==> src/rtl/uart_grp_ctrl_rr_if.sv <==
`default_nettype none
// ============================================================================
// Module      : uart_grp_ctrl_rr_if
// Description : Decoder-side write bus and RX-group read bus of the UART
//               group controller.
// Revision    : 1.0 - initial release
// ============================================================================
interface uart_grp_ctrl_rr_if #(
  parameter int NUM_CH      = 8,
  parameter int GRP_WIDTH   = 4,
  parameter int FIFO_WIDTH  = 51,
  parameter int CFG_WIDTH   = 32,
  parameter int SEL_WIDTH   = 7,
  parameter int LEN_WIDTH   = 7,
  parameter int VALUE_WIDTH = 48
);
  localparam int NUM_GRP = (NUM_CH + GRP_WIDTH - 1) / GRP_WIDTH;

  logic                         uart_grp_en;
  logic                         parallel;
  logic                         cfg;
  logic [SEL_WIDTH-1:0]         slv_sel;
  logic [LEN_WIDTH-1:0]         str_len;
  logic [VALUE_WIDTH-1:0]       value;
  logic                         flag_frame_1;
  logic [NUM_CH-1:0]            uart_dt_fifo_enable;
  logic [NUM_CH*FIFO_WIDTH-1:0] uart_dt_fifo_data;
  logic [NUM_CH*CFG_WIDTH-1:0]  uart_config_bus;
  logic [NUM_CH-1:0]            rd_f_empty;
  logic [NUM_CH*8-1:0]          rd_fifo_data;
  logic [NUM_GRP-1:0]           int_ack;
  logic [NUM_CH-1:0]            rd_fifo_en;
  logic [NUM_GRP-1:0]           interrupt;
  logic                         rd_dv;
  logic [47:0]                  rd_data;

  modport master (
    output uart_grp_en, parallel, cfg, slv_sel, str_len, value, flag_frame_1,
    output rd_f_empty, rd_fifo_data, int_ack,
    input  uart_dt_fifo_enable, uart_dt_fifo_data, uart_config_bus,
    input  rd_fifo_en, interrupt, rd_dv, rd_data
  );

  modport slave (
    input  uart_grp_en, parallel, cfg, slv_sel, str_len, value, flag_frame_1,
    input  rd_f_empty, rd_fifo_data, int_ack,
    output uart_dt_fifo_enable, uart_dt_fifo_data, uart_config_bus,
    output rd_fifo_en, interrupt, rd_dv, rd_data
  );
endinterface
`default_nettype wire

==> src/rtl/uart_grp_ctrl_rr.sv <==
`default_nettype none
// ============================================================================
// Module      : uart_grp_ctrl_rr
// Description : Steers decoded frames to per-channel TX FIFOs / config words
//               and drains debounced RX groups into 48-bit read packets.
// Revision    : 1.0 - initial release
// ============================================================================
module uart_grp_ctrl_rr #(
  parameter int NUM_CH      = 8,
  parameter int GRP_WIDTH   = 4,
  parameter int WAIT_CLKS   = 10,
  parameter int FIFO_WIDTH  = 51,
  parameter int CFG_WIDTH   = 32,
  parameter int CFG_RESET   = 437,
  parameter int SEL_WIDTH   = 7,
  parameter int LEN_WIDTH   = 7,
  parameter int VALUE_WIDTH = 48
) (
  input  wire logic          clk,
  input  wire logic          rst,
  uart_grp_ctrl_rr_if.slave  bus
);
  localparam int NUM_GRP = (NUM_CH + GRP_WIDTH - 1) / GRP_WIDTH;
  localparam int c_LANES = NUM_GRP * GRP_WIDTH;
  localparam int c_GRP_W = (NUM_GRP > 1) ? $clog2(NUM_GRP) : 1;
  localparam int c_CNT_W = $clog2(WAIT_CLKS + 1);
  localparam int c_IDX_W = SEL_WIDTH + 1;
  localparam logic [CFG_WIDTH-1:0] c_CFG_RST = CFG_WIDTH'(CFG_RESET);

  typedef enum logic [1:0] {
    S_IDLE    = 2'd0,
    S_RD_EN   = 2'd1,
    S_RD_WAIT = 2'd2,
    S_RD_DATA = 2'd3
  } state_t;

  // ---------------------------------------------------------------- write path
  logic                         w_frame_ser;
  logic                         w_frame_par;
  logic                         w_frame_cfg;
  logic [2:0]                   w_ser_sel;
  logic [NUM_CH-1:0]            w_wr_en;
  logic [NUM_CH*FIFO_WIDTH-1:0] w_wr_data;
  logic [NUM_CH-1:0]            r_wr_en;
  logic [NUM_CH*FIFO_WIDTH-1:0] r_wr_data;
  logic [NUM_CH*CFG_WIDTH-1:0]  r_cfg;

  always_comb begin
    w_wr_en     = '0;
    w_wr_data   = '0;
    w_frame_cfg = bus.uart_grp_en & bus.cfg;
    w_frame_ser = bus.uart_grp_en & ~bus.cfg & ~bus.parallel;
    w_frame_par = bus.uart_grp_en & ~bus.cfg & bus.parallel;
    if (bus.str_len < LEN_WIDTH'(6)) begin
      w_ser_sel = bus.str_len[2:0];
    end else begin
      w_ser_sel = bus.flag_frame_1 ? 3'b011 : 3'b101;
    end
    // Matching against each real channel index drops out-of-range targets.
    for (int ch = 0; ch < NUM_CH; ch++) begin
      if (w_frame_ser && (bus.slv_sel == SEL_WIDTH'(ch))) begin
        w_wr_en[ch] = 1'b1;
        w_wr_data[ch*FIFO_WIDTH +: FIFO_WIDTH] = FIFO_WIDTH'({w_ser_sel, bus.value});
      end
      for (int i = 0; i < 4; i++) begin
        if (w_frame_par && bus.str_len[i] &&
            (({1'b0, bus.slv_sel} + c_IDX_W'(i)) == c_IDX_W'(ch))) begin
          w_wr_en[ch] = 1'b1;
          w_wr_data[ch*FIFO_WIDTH +: FIFO_WIDTH] = FIFO_WIDTH'(bus.value[8*i +: 8]);
        end
      end
    end
  end

  always_ff @(posedge clk) begin
    if (rst) begin
      r_wr_en   <= '0;
      r_wr_data <= '0;
      r_cfg     <= {NUM_CH{c_CFG_RST}};
    end else begin
      r_wr_en   <= w_wr_en;
      r_wr_data <= w_wr_data;
      for (int ch = 0; ch < NUM_CH; ch++) begin
        if (w_frame_cfg && (bus.slv_sel == SEL_WIDTH'(ch))) begin
          r_cfg[ch*CFG_WIDTH +: CFG_WIDTH] <= bus.value[CFG_WIDTH-1:0];
        end
      end
    end
  end

  assign bus.uart_dt_fifo_enable = r_wr_en;
  assign bus.uart_dt_fifo_data   = r_wr_data;
  assign bus.uart_config_bus     = r_cfg;

  // ----------------------------------------------------------------- read path
  logic [c_LANES-1:0]     w_empty_pad;
  logic [c_LANES*8-1:0]   w_rdata_pad;
  logic [NUM_GRP-1:0]     w_pending;
  logic [c_CNT_W-1:0]     r_cnt [NUM_GRP];
  logic [NUM_GRP-1:0]     r_intr;

  // Lanes past the last channel are padded as permanently empty.
  always_comb begin
    w_empty_pad                = '1;
    w_empty_pad[NUM_CH-1:0]    = bus.rd_f_empty;
    w_rdata_pad                = '0;
    w_rdata_pad[NUM_CH*8-1:0]  = bus.rd_fifo_data;
    for (int g = 0; g < NUM_GRP; g++) begin
      w_pending[g] = ~&w_empty_pad[g*GRP_WIDTH +: GRP_WIDTH];
    end
  end

  state_t                 r_state;
  state_t                 w_state_nxt;
  logic [c_GRP_W-1:0]     r_grp;
  logic [c_GRP_W-1:0]     w_grp_nxt;
  logic [c_GRP_W-1:0]     w_ack_grp;
  logic                   w_ack_hit;
  logic [GRP_WIDTH-1:0]   r_strobe;
  logic [GRP_WIDTH-1:0]   w_strobe_nxt;
  logic [GRP_WIDTH-1:0]   w_lane_empty;
  logic [GRP_WIDTH*8-1:0] w_lane_data;
  logic [GRP_WIDTH*8-1:0] r_bytes;
  logic [GRP_WIDTH*8-1:0] w_bytes_nxt;
  logic [c_LANES-1:0]     w_rd_en_pad;
  logic [47:0]            w_pkt;
  logic                   w_rd_dv;

  // A service clear in RD_EN is written last so it beats a same-cycle set.
  always_ff @(posedge clk) begin
    if (rst) begin
      r_cnt  <= '{default: '0};
      r_intr <= '0;
    end else begin
      for (int g = 0; g < NUM_GRP; g++) begin
        if (!w_pending[g] || r_intr[g]) begin
          r_cnt[g] <= '0;
        end else if (r_cnt[g] == c_CNT_W'(WAIT_CLKS - 1)) begin
          r_cnt[g]  <= '0;
          r_intr[g] <= 1'b1;
        end else begin
          r_cnt[g] <= r_cnt[g] + 1'b1;
        end
        if ((r_state == S_RD_EN) && (r_grp == c_GRP_W'(g))) begin
          r_intr[g] <= 1'b0;
        end
      end
    end
  end

  always_comb begin
    w_ack_grp    = '0;
    w_ack_hit    = 1'b0;
    w_lane_empty = '1;
    w_lane_data  = '0;
    w_state_nxt  = r_state;
    w_grp_nxt    = r_grp;
    w_strobe_nxt = r_strobe;
    w_bytes_nxt  = r_bytes;
    w_rd_en_pad  = '0;
    for (int g = NUM_GRP - 1; g >= 0; g--) begin
      if (bus.int_ack[g]) begin
        w_ack_grp = c_GRP_W'(g);
        w_ack_hit = r_intr[g];
      end
    end
    for (int g = 0; g < NUM_GRP; g++) begin
      if (r_grp == c_GRP_W'(g)) begin
        w_lane_empty = w_empty_pad[g*GRP_WIDTH +: GRP_WIDTH];
        w_lane_data  = w_rdata_pad[g*GRP_WIDTH*8 +: GRP_WIDTH*8];
      end
    end
    case (r_state)
      S_IDLE: begin
        if (w_ack_hit) begin
          w_grp_nxt   = w_ack_grp;
          w_state_nxt = S_RD_EN;
        end
      end
      S_RD_EN: begin
        for (int g = 0; g < NUM_GRP; g++) begin
          if (r_grp == c_GRP_W'(g)) begin
            w_rd_en_pad[g*GRP_WIDTH +: GRP_WIDTH] = ~w_lane_empty;
          end
        end
        w_strobe_nxt = ~w_lane_empty;
        w_state_nxt  = (&w_lane_empty) ? S_IDLE : S_RD_WAIT;
      end
      S_RD_WAIT: begin
        for (int k = 0; k < GRP_WIDTH; k++) begin
          w_bytes_nxt[8*k +: 8] = r_strobe[k] ? w_lane_data[8*k +: 8] : 8'h00;
        end
        w_state_nxt = S_RD_DATA;
      end
      S_RD_DATA: begin
        w_state_nxt = S_IDLE;
      end
      default: begin
        w_state_nxt = S_IDLE;
      end
    endcase
  end

  always_ff @(posedge clk) begin
    if (rst) begin
      r_state  <= S_IDLE;
      r_grp    <= '0;
      r_strobe <= '0;
      r_bytes  <= '0;
    end else begin
      r_state  <= w_state_nxt;
      r_grp    <= w_grp_nxt;
      r_strobe <= w_strobe_nxt;
      r_bytes  <= w_bytes_nxt;
    end
  end

  always_comb begin
    w_pkt                      = '0;
    w_pkt[GRP_WIDTH*8-1:0]     = r_bytes;
    w_pkt[38:32]               = 7'(r_strobe);
    w_pkt[39]                  = 1'b1;
    w_pkt[46:40]               = 7'(32'(r_grp) * GRP_WIDTH);
  end

  assign w_rd_dv        = (r_state == S_RD_DATA);
  assign bus.rd_dv      = w_rd_dv;
  assign bus.rd_data    = w_rd_dv ? w_pkt : 48'h0;
  assign bus.rd_fifo_en = w_rd_en_pad[NUM_CH-1:0];
  assign bus.interrupt  = r_intr;
endmodule
`default_nettype wire

==> src/flat_wrapper.sv <==
// flat-port wrapper written by rule: the top's interface ports become plain ports
module uart_grp_ctrl_rr_flat 
#(
  parameter int NUM_CH      = 8,
  parameter int GRP_WIDTH   = 4,
  parameter int WAIT_CLKS   = 10,
  parameter int FIFO_WIDTH  = 51,
  parameter int CFG_WIDTH   = 32,
  parameter int CFG_RESET   = 437,
  parameter int SEL_WIDTH   = 7,
  parameter int LEN_WIDTH   = 7,
  parameter int VALUE_WIDTH = 48
)
  (clk, rst, bus_uart_grp_en, bus_parallel, bus_cfg, bus_slv_sel, bus_str_len, bus_value, bus_flag_frame_1, bus_rd_f_empty, bus_rd_fifo_data, bus_int_ack, bus_uart_dt_fifo_enable, bus_uart_dt_fifo_data, bus_uart_config_bus, bus_rd_fifo_en, bus_interrupt, bus_rd_dv, bus_rd_data);
  uart_grp_ctrl_rr_if #(.NUM_CH(NUM_CH), .GRP_WIDTH(GRP_WIDTH), .FIFO_WIDTH(FIFO_WIDTH), .CFG_WIDTH(CFG_WIDTH), .SEL_WIDTH(SEL_WIDTH), .LEN_WIDTH(LEN_WIDTH), .VALUE_WIDTH(VALUE_WIDTH)) bus_i ();
  input  wire logic clk;
  input  wire logic rst;
  input wire logic [$bits(bus_i.uart_grp_en)-1:0] bus_uart_grp_en;
  input wire logic [$bits(bus_i.parallel)-1:0] bus_parallel;
  input wire logic [$bits(bus_i.cfg)-1:0] bus_cfg;
  input wire logic [$bits(bus_i.slv_sel)-1:0] bus_slv_sel;
  input wire logic [$bits(bus_i.str_len)-1:0] bus_str_len;
  input wire logic [$bits(bus_i.value)-1:0] bus_value;
  input wire logic [$bits(bus_i.flag_frame_1)-1:0] bus_flag_frame_1;
  input wire logic [$bits(bus_i.rd_f_empty)-1:0] bus_rd_f_empty;
  input wire logic [$bits(bus_i.rd_fifo_data)-1:0] bus_rd_fifo_data;
  input wire logic [$bits(bus_i.int_ack)-1:0] bus_int_ack;
  output wire logic [$bits(bus_i.uart_dt_fifo_enable)-1:0] bus_uart_dt_fifo_enable;
  output wire logic [$bits(bus_i.uart_dt_fifo_data)-1:0] bus_uart_dt_fifo_data;
  output wire logic [$bits(bus_i.uart_config_bus)-1:0] bus_uart_config_bus;
  output wire logic [$bits(bus_i.rd_fifo_en)-1:0] bus_rd_fifo_en;
  output wire logic [$bits(bus_i.interrupt)-1:0] bus_interrupt;
  output wire logic [$bits(bus_i.rd_dv)-1:0] bus_rd_dv;
  output wire logic [$bits(bus_i.rd_data)-1:0] bus_rd_data;
  assign bus_i.uart_grp_en = bus_uart_grp_en;
  assign bus_i.parallel = bus_parallel;
  assign bus_i.cfg = bus_cfg;
  assign bus_i.slv_sel = bus_slv_sel;
  assign bus_i.str_len = bus_str_len;
  assign bus_i.value = bus_value;
  assign bus_i.flag_frame_1 = bus_flag_frame_1;
  assign bus_i.rd_f_empty = bus_rd_f_empty;
  assign bus_i.rd_fifo_data = bus_rd_fifo_data;
  assign bus_i.int_ack = bus_int_ack;
  assign bus_uart_dt_fifo_enable = bus_i.uart_dt_fifo_enable;
  assign bus_uart_dt_fifo_data = bus_i.uart_dt_fifo_data;
  assign bus_uart_config_bus = bus_i.uart_config_bus;
  assign bus_rd_fifo_en = bus_i.rd_fifo_en;
  assign bus_interrupt = bus_i.interrupt;
  assign bus_rd_dv = bus_i.rd_dv;
  assign bus_rd_data = bus_i.rd_data;
  uart_grp_ctrl_rr #(.NUM_CH(NUM_CH), .GRP_WIDTH(GRP_WIDTH), .WAIT_CLKS(WAIT_CLKS), .FIFO_WIDTH(FIFO_WIDTH), .CFG_WIDTH(CFG_WIDTH), .CFG_RESET(CFG_RESET), .SEL_WIDTH(SEL_WIDTH), .LEN_WIDTH(LEN_WIDTH), .VALUE_WIDTH(VALUE_WIDTH)) u_core (.clk(clk), .rst(rst), .bus(bus_i));
endmodule
==> config.mk <==
export PLATFORM = sky130hd
export DESIGN_NAME = uart_grp_ctrl_rr_flat
export DESIGN_NICKNAME = d
export VERILOG_FILES = /design/src/rtl/uart_grp_ctrl_rr_if.sv /design/src/rtl/uart_grp_ctrl_rr.sv /design/src/flat_wrapper.sv
export SDC_FILE = /design/constraint.sdc
export NUM_CORES = 1
export LEC_CHECK = 0
export CAP_MARGIN = 40
export CORE_AREA = 8 8 334 336
export DETAILED_ROUTE_END_ITERATION = 12
export DIE_AREA = 0 0 342 344
export GPL_ROUTABILITY_DRIVEN = 0
export SLEW_MARGIN = 40
export SYNTH_ARGS = -nofsm -noshare
export SYNTH_HDL_FRONTEND = slang
export SYNTH_SLANG_ARGS = --single-unit
==> constraint.sdc <==
create_clock -name clk -period 3.86 [get_ports clk]
set_clock_uncertainty 0.2 [all_clocks]
set_input_delay 0.386 -clock clk [delete_from_list [all_inputs] [get_ports clk]]
set_output_delay 0.386 -clock clk [all_outputs]
set_load 0.005 [all_outputs]
**Word-level counts from Yosys, hierarchy flattened**

Index checks and enable logic that the tools add are counted.

- Magnitude comparators: 1
- Eq/ne operators: 34
- Bitwise operators: 18
- Add/subtract/negate cells: 5
- Reduce and logical (&&, ||, !) cells: 80
- Mux-type cells: 99

Operators with widths:

| cell | number |
|---|---|
| $mux 8 | 45 |
| $eq 8x3->1 const B | 12 |
| $logic_and 1x1->1 | 54 |
| $eq 8x2->1 const B | 6 |
| $reduce_or 6->1 | 8 |
| $mux 1 | 44 |
| $mux 43 | 1 |
| $logic_not 8->1 | 4 |
| $mux 32 | 1 |
| $eq 7x3->1 const B | 4 |
| $eq 8x1->1 const B | 3 |
| $add 7x2->8 const B | 2 |
| $eq 7x2->1 const B | 2 |
| $not 1->1 | 13 |
| $mux 4 | 3 |
| $reduce_and 4->1 | 3 |
| $add 4x1->4 const B | 2 |
| $add 7x1->8 const B | 1 |
| $eq 4x4->1 const B | 2 |
| $pmux 2 s4 | 1 |
| $eq 7x1->1 const B | 1 |
| $logic_not 7->1 | 1 |
| $lt 7x3->1 const B | 1 |
| $mux 3 | 2 |
| 11 further kinds | 21 |

- Flip-flop bits (word level): 721
- Output and inout port bits: 731
- Bits of input ports: 142
- Word-level logic and storage cells: 263

**Depth between registers and ports, before layout**

Gate-level depths: netlist of the first run.

- Depth in word-level cells: 9
- Gate-level depth with buffers: 10
- Mapped depth without buffers: 8

**Worst setup path before layout of the first run**

Ideal clock, no wire load.

- Kind: input -> register
- Start: in bus_slv_sel[1]
- End: reg u_core.r_wr_data[206] (netlist: u_core.bus.uart_dt_fifo_data[206])
- Arrival time: 2,300 ps
- Stages: 9
- Buffers on the path: 2
- Slack: 1,230 ps
- Cell sequence: ha_1 buf_6 xor2_2 or4b_4 buf_6 nor4_4 nor2_2 a221oi_1 nor3_1

- Longest elaborated chain between the ends: 7

RTL lines:

| what | line | text |
|---|---|---|
| start, declared | flat_wrapper.sv:21 | `input wire logic [$bits(bus_i.slv_sel)-1:0] bus_slv_sel;` |
| parallel branches: the longest is 6 deep, another holds $add 7x1->8 | - |  |
| $mux 8 (*) | uart_grp_ctrl_rr.sv:66 | `if (w_frame_par && bus.str_len[i] &&` |
| end signal, assigned | uart_grp_ctrl_rr.sv:82 | `r_wr_data <= w_wr_data;` |
| end, declared | uart_grp_ctrl_rr.sv:45 | `logic [NUM_CH*FIFO_WIDTH-1:0] r_wr_data;` |

Mark *: on every way between the ends.
A chain may end at the register's enable or synchronous reset.

**Worst setup path in the final report of the first run**

- Start: in bus_slv_sel[1]
- End: reg u_core.r_wr_data[259] (netlist: u_core.bus.uart_dt_fifo_data[259])

The elaborated chain is that of the path after synthesis.

==> results by group, run 1 <==
Status
  • Status: finished, final reports clean

Pwr
  • P_leak: 13.83 nW
  • Pwr Density: 428.0 mW/mm^2
  • Peak supply drop: 0.0002752 V

Yosys
  • Yosys top cell area share: 58.10%
  • Compound-cell area share of the yosys netlist: 9.669%
  • Largest family of logic cells by synthesized area: simple AND/OR/NAND/NOR gates
  • Cells after synthesis: 2625
  • Post-synth EDFFs: 0
  • Synth area leaders: dfxtp_1 58%, and2_1 7.4%, nand2_1 6.8%
  • Syn_area_per_cell: 9.465 um^2
  • Post-Syn Area: 0.02485 mm^2
  • Prevailing post-synth register cell: dfxtp_1
  • Mux cell area share after synthesis: 3.671%
  • Synth area leader: dfxtp_1
  • Synth warnings: 0
  • Ys async rst share: 0%
  • Unique masters post-synth: 61
  • Yosys reg bits: 721
  • Synth Area in XOR/XNOR: 0.2417%
  • Register area share after synthesis: 58.10%
  • Area share of and/or/nand/nor cells after synthesis: 23.91%
  • Adder-cell share of the synthesized area: 0.3022%

Global routing
  • Initial antenna violation count: 21
  • Vias in the first global route: 21870
  • Gr usage total: 20.17%
  • First-pass GRT wire length: 171600 um
  • Largest net degree at the start of global routing: 131
  • GRT overflow: 0

Clock network
  • Post-CTS Setup Repair Bufs: 0
  • CTS H-tree lvls: 3
  • CTS Buffer Depth: 3
  • Worst-Skew Late Latency: 650 ps
  • CTS tree: built
  • Worst-path clk slew: 60 ps
  • Clock sinks: 721
  • CTS Root Cell: clkbuf_16
  • CTS Buf Count: 80

Setup path
  • Largest fanout on the critical path: 14
  • Critical Path Sink Type: register
  • Critical Path RT: 4280 ps
  • WS Path Type: input port to register
  • Critical Path AT: 3840 ps
  • CP startpoint kind: input port

Place
  • PortBufs: 862
  • Placed cells: 4765
  • Post-DP HPWL: 90290 um
  • Pre-CTS setup slack: 181.8 ps

Route
  • DR iter-0 viols: 1919
  • DRC viols: 0
  • ANT nets after route: 0
  • DR WL/cell: 25.46 um
  • Drt via density: 4.501
  • Total wire length: 125600 um
  • Initial DRT Pass Iterations: 6
  • Via count: 22200

Timing
  • Fin. Hold Viols: 0
  • Fin crit period: 3429 ps
  • Worst slew pin tran: 893.2 ps
  • Setup violators final: 0
  • Max Fclk: 0.2916 GHz
  • Final worst setup slack: 431.1 ps
  • Slew headroom: 40.27%
  • RSZ-0062 raised after global routing: false
  • Setup_tns: 0 ps
  • Final Cycle Share: 88.83%
  • Final Max Slew Viols: 0

Cells and area
  • Area grow syn2layout: 53.54%
  • Layout cells sized above 1: 9.287%
  • Fillers: 10690
  • Most frequent cells in the layout: 840 x clkdlybuf4s50_1, 721 x dfxtp_1, 447 x nand2_1, 292 x and2_1, 217 x nor2_1
  • Final net count: 3606
  • Final non-filler cell total: 4932
  • Most common cell after layout, fill and taps aside: clkdlybuf4s50_1

Floorplan
  • Die area: 0.1176 mm^2
  • Core Region: 0.1063 mm^2
  • Initial Util: 23.37%
  • Width of the die: 342 um
  • Row cnt: 120
  • IO Pins: 873
  • Die Height: 344 um

Min path
  • Hold WC Path Type: input port to register

Flow run
  • # Max-Cap Violations: 0
[path summary, 6_finish.rpt]
kind         cells past startpoint                             from                                 to  slack [ps]
max                             13                   bus_slv_sel[1]  u_core.bus.uart_dt_fifo_data[259]         430
min                              3                     bus_value[9]    u_core.bus.uart_config_bus[169]          40
max reg2reg                      6                u_core.r_state[0]                 u_core.r_bytes[14]        1690
min reg2reg                      2  u_core.bus.uart_config_bus[172]    u_core.bus.uart_config_bus[172]         250
[through the flow]
step / utilization [%] / hold WS, ps / cell area (um^2) / power, mW
5_1_grt: 35.87 / 62.47 / 38130 / 16.85
6_report: 35.89 / 43.14 / 38150 / 16.33
3_3_place_gp: 33.08 / 240.8 / 35170 / 8.376
4_1_cts: 35.85 / 9.893 / 38110 / 16.53
3_5_place_dp: 33.11 / 245.3 / 35200 / 8.381
2_1_floorplan: - / 233.4 / 24880 / 7.895
[critical path, cell delays in order]
cell and delay (ps):
clkdlybuf4s50_1 520, buf_4 250, inv_1 150, ha_1 240
a21oi_1 90, o21ai_0 240, nand2_1 240, buf_4 250
nor4_2 440, buf_4 230, nand2_1 50, a31oi_1 180
dlygate4sd3_1 570
[power breakdown]
part / switching, mW / internal (mW)
Sequential: 0.00794 / 7.45
Clock: 3.39 / 4.71
Combinational: 0.526 / 0.239
Total: 3.93 / 12.4
[layer usage]
layer	global-route usage, %	vias up	wire length, um	part of all wire, %
li1	-	10390	-	-
met1	23.48	10470	48950	39
met2	33.63	1096	58750	47
met3	8.276	225	13680	11
met4	6.633	16	4080	3.2
met5	0	-	97	0.077
[cell type report]
cell class	count	area (um^2)	share of cell area, %
sequential	721	14430	37.84
tap	1403	1755	4.602
antenna	8	20.02	0.05248
timing repair buffer	970	9540	25.01
inverter	15	56.30	0.1476
multi-input combinational	1670	9560	25.06
clock buffer	108	2257	5.917
clock inverter	37	523.0	1.371
[sequential cells by signal, indices dropped and copies added (netlist names), named ones only]
name,count
u_core.r_grp,1
u_core.r_state,1
u_core.bus.uart_dt_fifo_data,408
u_core.r_bytes,32
u_core.bus.interrupt,2
u_core.bus.uart_dt_fifo_enable,8
u_core.r_strobe,4
u_core.bus.uart_config_bus,256
u_core.r_cnt,8
[cells by family (layout without fill, tap and decap cells)]
group                    after synthesis  count (layout)
multiplexers                          87              87
flip-flops                           721             721
XOR/XNOR                               6               6
buffers and inverters                243            1130
other                                  1              18
AO/OA/AOI/OAI                        370             370
AND/OR/NAND/NOR                     1191            1191
adder cells (fa/ha/maj)                6               6
[cell usage after synthesis (all sizes together) (24+ instances only)]
cell	instances
buf	41
nor3	51
a22oi	50
and2	292
and3	41
nand2	447
mux2	33
a221oi	28
nand3	24
nor4	30
nand3b	39
nor2	227
clkbuf	187
mux2i	54
dfxtp	721
a21oi	194
[timing repair]
item,4_1_cts,5_1_grt
hold buffers,13,1
gates resized for setup,0,0
endpoints found under the hold margin,91,1
(Power assumes the default switching activity.)
==> run 2, diff against run 1 <==
--- a/config.mk
+++ b/config.mk
@@ -6,9 +6,9 @@
 export NUM_CORES = 1
 export LEC_CHECK = 0
 export CAP_MARGIN = 40
-export CORE_AREA = 8 8 334 336
+export CORE_AREA = 8 8 335 337
 export DETAILED_ROUTE_END_ITERATION = 12
-export DIE_AREA = 0 0 342 344
+export DIE_AREA = 0 0 343 345
 export GPL_ROUTABILITY_DRIVEN = 0
 export SLEW_MARGIN = 40
 export SYNTH_ARGS = -nofsm -noshare
==> constraint.sdc (replaced) <==
create_clock -name clk -period 3.8 [get_ports clk]
set_clock_uncertainty 0.2 [all_clocks]
set_input_delay 0.38 -clock clk [delete_from_list [all_inputs] [get_ports clk]]
set_output_delay 0.38 -clock clk [all_outputs]
set_load 0.005 [all_outputs]
==> run 2 against run 1 <==
  * Global-route usage about the same
  * Via count is 0.75% higher
  * Critical path depth is 8 lower
  * Sequential share of layout area hardly changed
  * Clock power rose by 2.6%
  * Critical endpoint is now bus_rd_fifo_en[4]
  * Largest power group unchanged
  * Highest routed layer unchanged
==> results by group, run 2 (synthesis gave the netlist of run 1 again) <==
Place
  • PortBufs: 862 (unchanged)
  • Pre-CTS setup slack: 50.85 ps (was 181.8 ps)
  • Post-DP HPWL: 90400 um (was 90290 um)
  • Dpl cell area: 0.03519 mm^2 (was 0.03520 mm^2)

Setup path
  • Critical Path AT: 2780 ps (was 3840 ps)
  • WS Path Type: register to output pin (was input port to register)
  • Critical Path RT: 3220 ps (was 4280 ps)
  • FF-to-FF End: u_core.r_bytes[9] (was u_core.r_bytes[14])
  • R2r worst-path depth: 6 (unchanged)
  • Reg2Reg Setup Slack: 1700 ps (was 1690 ps)
  • Critical Path Sink Type: output pin (was register)
  • Largest fanout on the critical path: 43 (was 14)
  • CP startpoint kind: register (was input port)

Floorplan
  • Row cnt: 120 (unchanged)
  • Width of the die: 343 um (was 342 um)
  • Die Height: 345 um (was 344 um)
  • Core Region: 0.1066 mm^2 (was 0.1063 mm^2)
  • Initial Util: 23.31% (was 23.37%)
  • Die area: 0.1183 mm^2 (was 0.1176 mm^2)
  • IO Pins: 873 (unchanged)

Clock network
  • Post-CTS Setup Repair Bufs: 0 (unchanged)
  • CTS Buffer Depth: 3 (unchanged)
  • Worst-Skew Late Latency: 640 ps (was 650 ps)
  • Worst-path clk slew: 60 ps (about the same)
  • CTS Root Cell: clkbuf_16 (unchanged)
  • CTS tree: built (unchanged)
  • CTS H-tree lvls: 3 (unchanged)
  • Clock sinks: 721 (unchanged)
  • CTS Buf Count: 83 (was 80)

Timing
  • Slew headroom: 41.90% (was 40.27%)
  • Final Max Slew Viols: 0 (unchanged)
  • Hold_ws: 15.20 ps (was 43.14 ps)
  • Worst slew pin tran: 866.8 ps (was 893.2 ps)
  • Setup_tns: 0 ps (unchanged)
  • Final worst setup slack: 435.7 ps (was 431.1 ps)
  • Setup violators final: 0 (unchanged)
  • Final Cycle Share: 88.53%
  • Max Fclk: 0.2972 GHz
  • Fin crit period: 3364 ps
  • RSZ-0062 raised after global routing: false (unchanged)
  • Fin. Hold Viols: 0 (unchanged)

Cells and area
  • Area grow syn2layout: 53.72% (was 53.54%)
  • Final net count: 3602 (was 3606)
  • Most frequent cells in the layout: 838 x clkdlybuf4s50_1, 721 x dfxtp_1, 447 x nand2_1, 292 x and2_1, 217 x nor2_1 (was 840 x clkdlybuf4s50_1, 721 x dfxtp_1, 447 x nand2_1, 292 x and2_1, 217 x nor2_1)
  • Fin area: 0.03819 mm^2 (was 0.03815 mm^2)
  • Most common cell after layout, fill and taps aside: clkdlybuf4s50_1 (unchanged)
  • Layout cells sized above 1: 9.308% (was 9.287%)
  • Max reg flops: 408 (unchanged)

Route
  • DR iter-0 viols: 1991 (was 1919)
  • Total wire length: 126900 um (was 125600 um)
  • Drt via density: 4.539 (was 4.501)
  • Via count: 22370 (was 22200)
  • DRC viols: 0 (unchanged)
  • Initial DRT Pass Iterations: 7 (was 6)
  • ANT nets after route: 0 (unchanged)
  • DR WL/cell: 25.76 um (was 25.46 um)

Pwr
  • Peak supply drop: 0.0003166 V (was 0.0002752 V)
  • Pwr Density: 436.6 mW/mm^2 (was 428.0 mW/mm^2)
  • P_leak: 13.84 nW (was 13.83 nW)

Global routing
  • Vias in the first global route: 21590 (was 21870)
  • First-pass GRT wire length: 171600 um (about the same)
  • Gr usage total: 20.13% (was 20.17%)
  • GRT overflow: 0 (unchanged)
  • Initial antenna violation count: 17 (was 21)
  • Largest net degree at the start of global routing: 184 (was 131)

Min path
  • Worst hold endpoint: u_core.bus.uart_config_bus[204] (was u_core.bus.uart_config_bus[169])
  • Worst Min Path Start: bus_value[12] (was bus_value[9])
  • Hold WC Path Type: input port to register (unchanged)
  • Worst Hold Path Cells: 3 (unchanged)

Flow run
  • # Max-Cap Violations: 0 (unchanged)

Status
  • Status: finished, final reports clean (unchanged)
[run 2: area by class of cell]
class	instances	area, um^2
inverter	15	56.30
fill	10820	68410
sequential	721	14430
clock buffer	109	2325
antenna	11	27.53
multi-input combinational	1670	9565
timing repair buffer	963	9537
tap	1403	1755
clock inverter	35	491.7
[run 2: repair_timing]
| item | CTS | global route |
|---|---|---|
| endpoints found under the hold margin | 69 | 2 |
| resized for setup | 0 | 0 |
| hold buffers | 9 | 1 |
| endpoints found under the setup margin | 0 | 0 |
[run 2: worst max path at each step]
stage,from,endpoint,slack [ps]
floorplan,bus_slv_sel[1],u_core.bus.uart_dt_fifo_data[206],1180
global placement,bus_slv_sel[1],u_core.bus.uart_dt_fifo_data[308],50
detailed placement,bus_slv_sel[1],u_core.bus.uart_dt_fifo_data[308],50
CTS,u_core.r_state[0],bus_rd_fifo_en[4],400
global route,u_core.r_state[0],bus_rd_fifo_en[4],330
finish,u_core.r_state[0],bus_rd_fifo_en[4],440
[run 2: metal layers]
layer  vias to the layer above  share of wire, %  track usage, %
li1                      10380                 -               -
met1                     10690                40           23.62
met2                      1079                47           33.81
met3                       214                10           7.515
met4                        12               2.9           6.395
met5                         -             0.054               0
[run 2: per-stage QoR]
stage               power [mW]  instances  utilization [%]
global route             17.19       4918            35.81
CTS                      16.89       4913            35.73
detailed placement       8.509       4760            33.01
floorplan                8.019       2634                -
finish                   16.67       4927            35.83
global placement         8.507       4760            33.00
[run 2: power breakdown]
group	switching (mW)	internal, mW
Combinational	0.537	0.245
Sequential	0.00800	7.57
Clock	3.43	4.89
[run 2: critical path: stages (launching register included)]
cell             delay [ps]
dfxtp_1                 300
buf_4                   340
nor2b_1                 340
nand2_1                 170
nor2_1                  390
clkdlybuf4s50_1         600
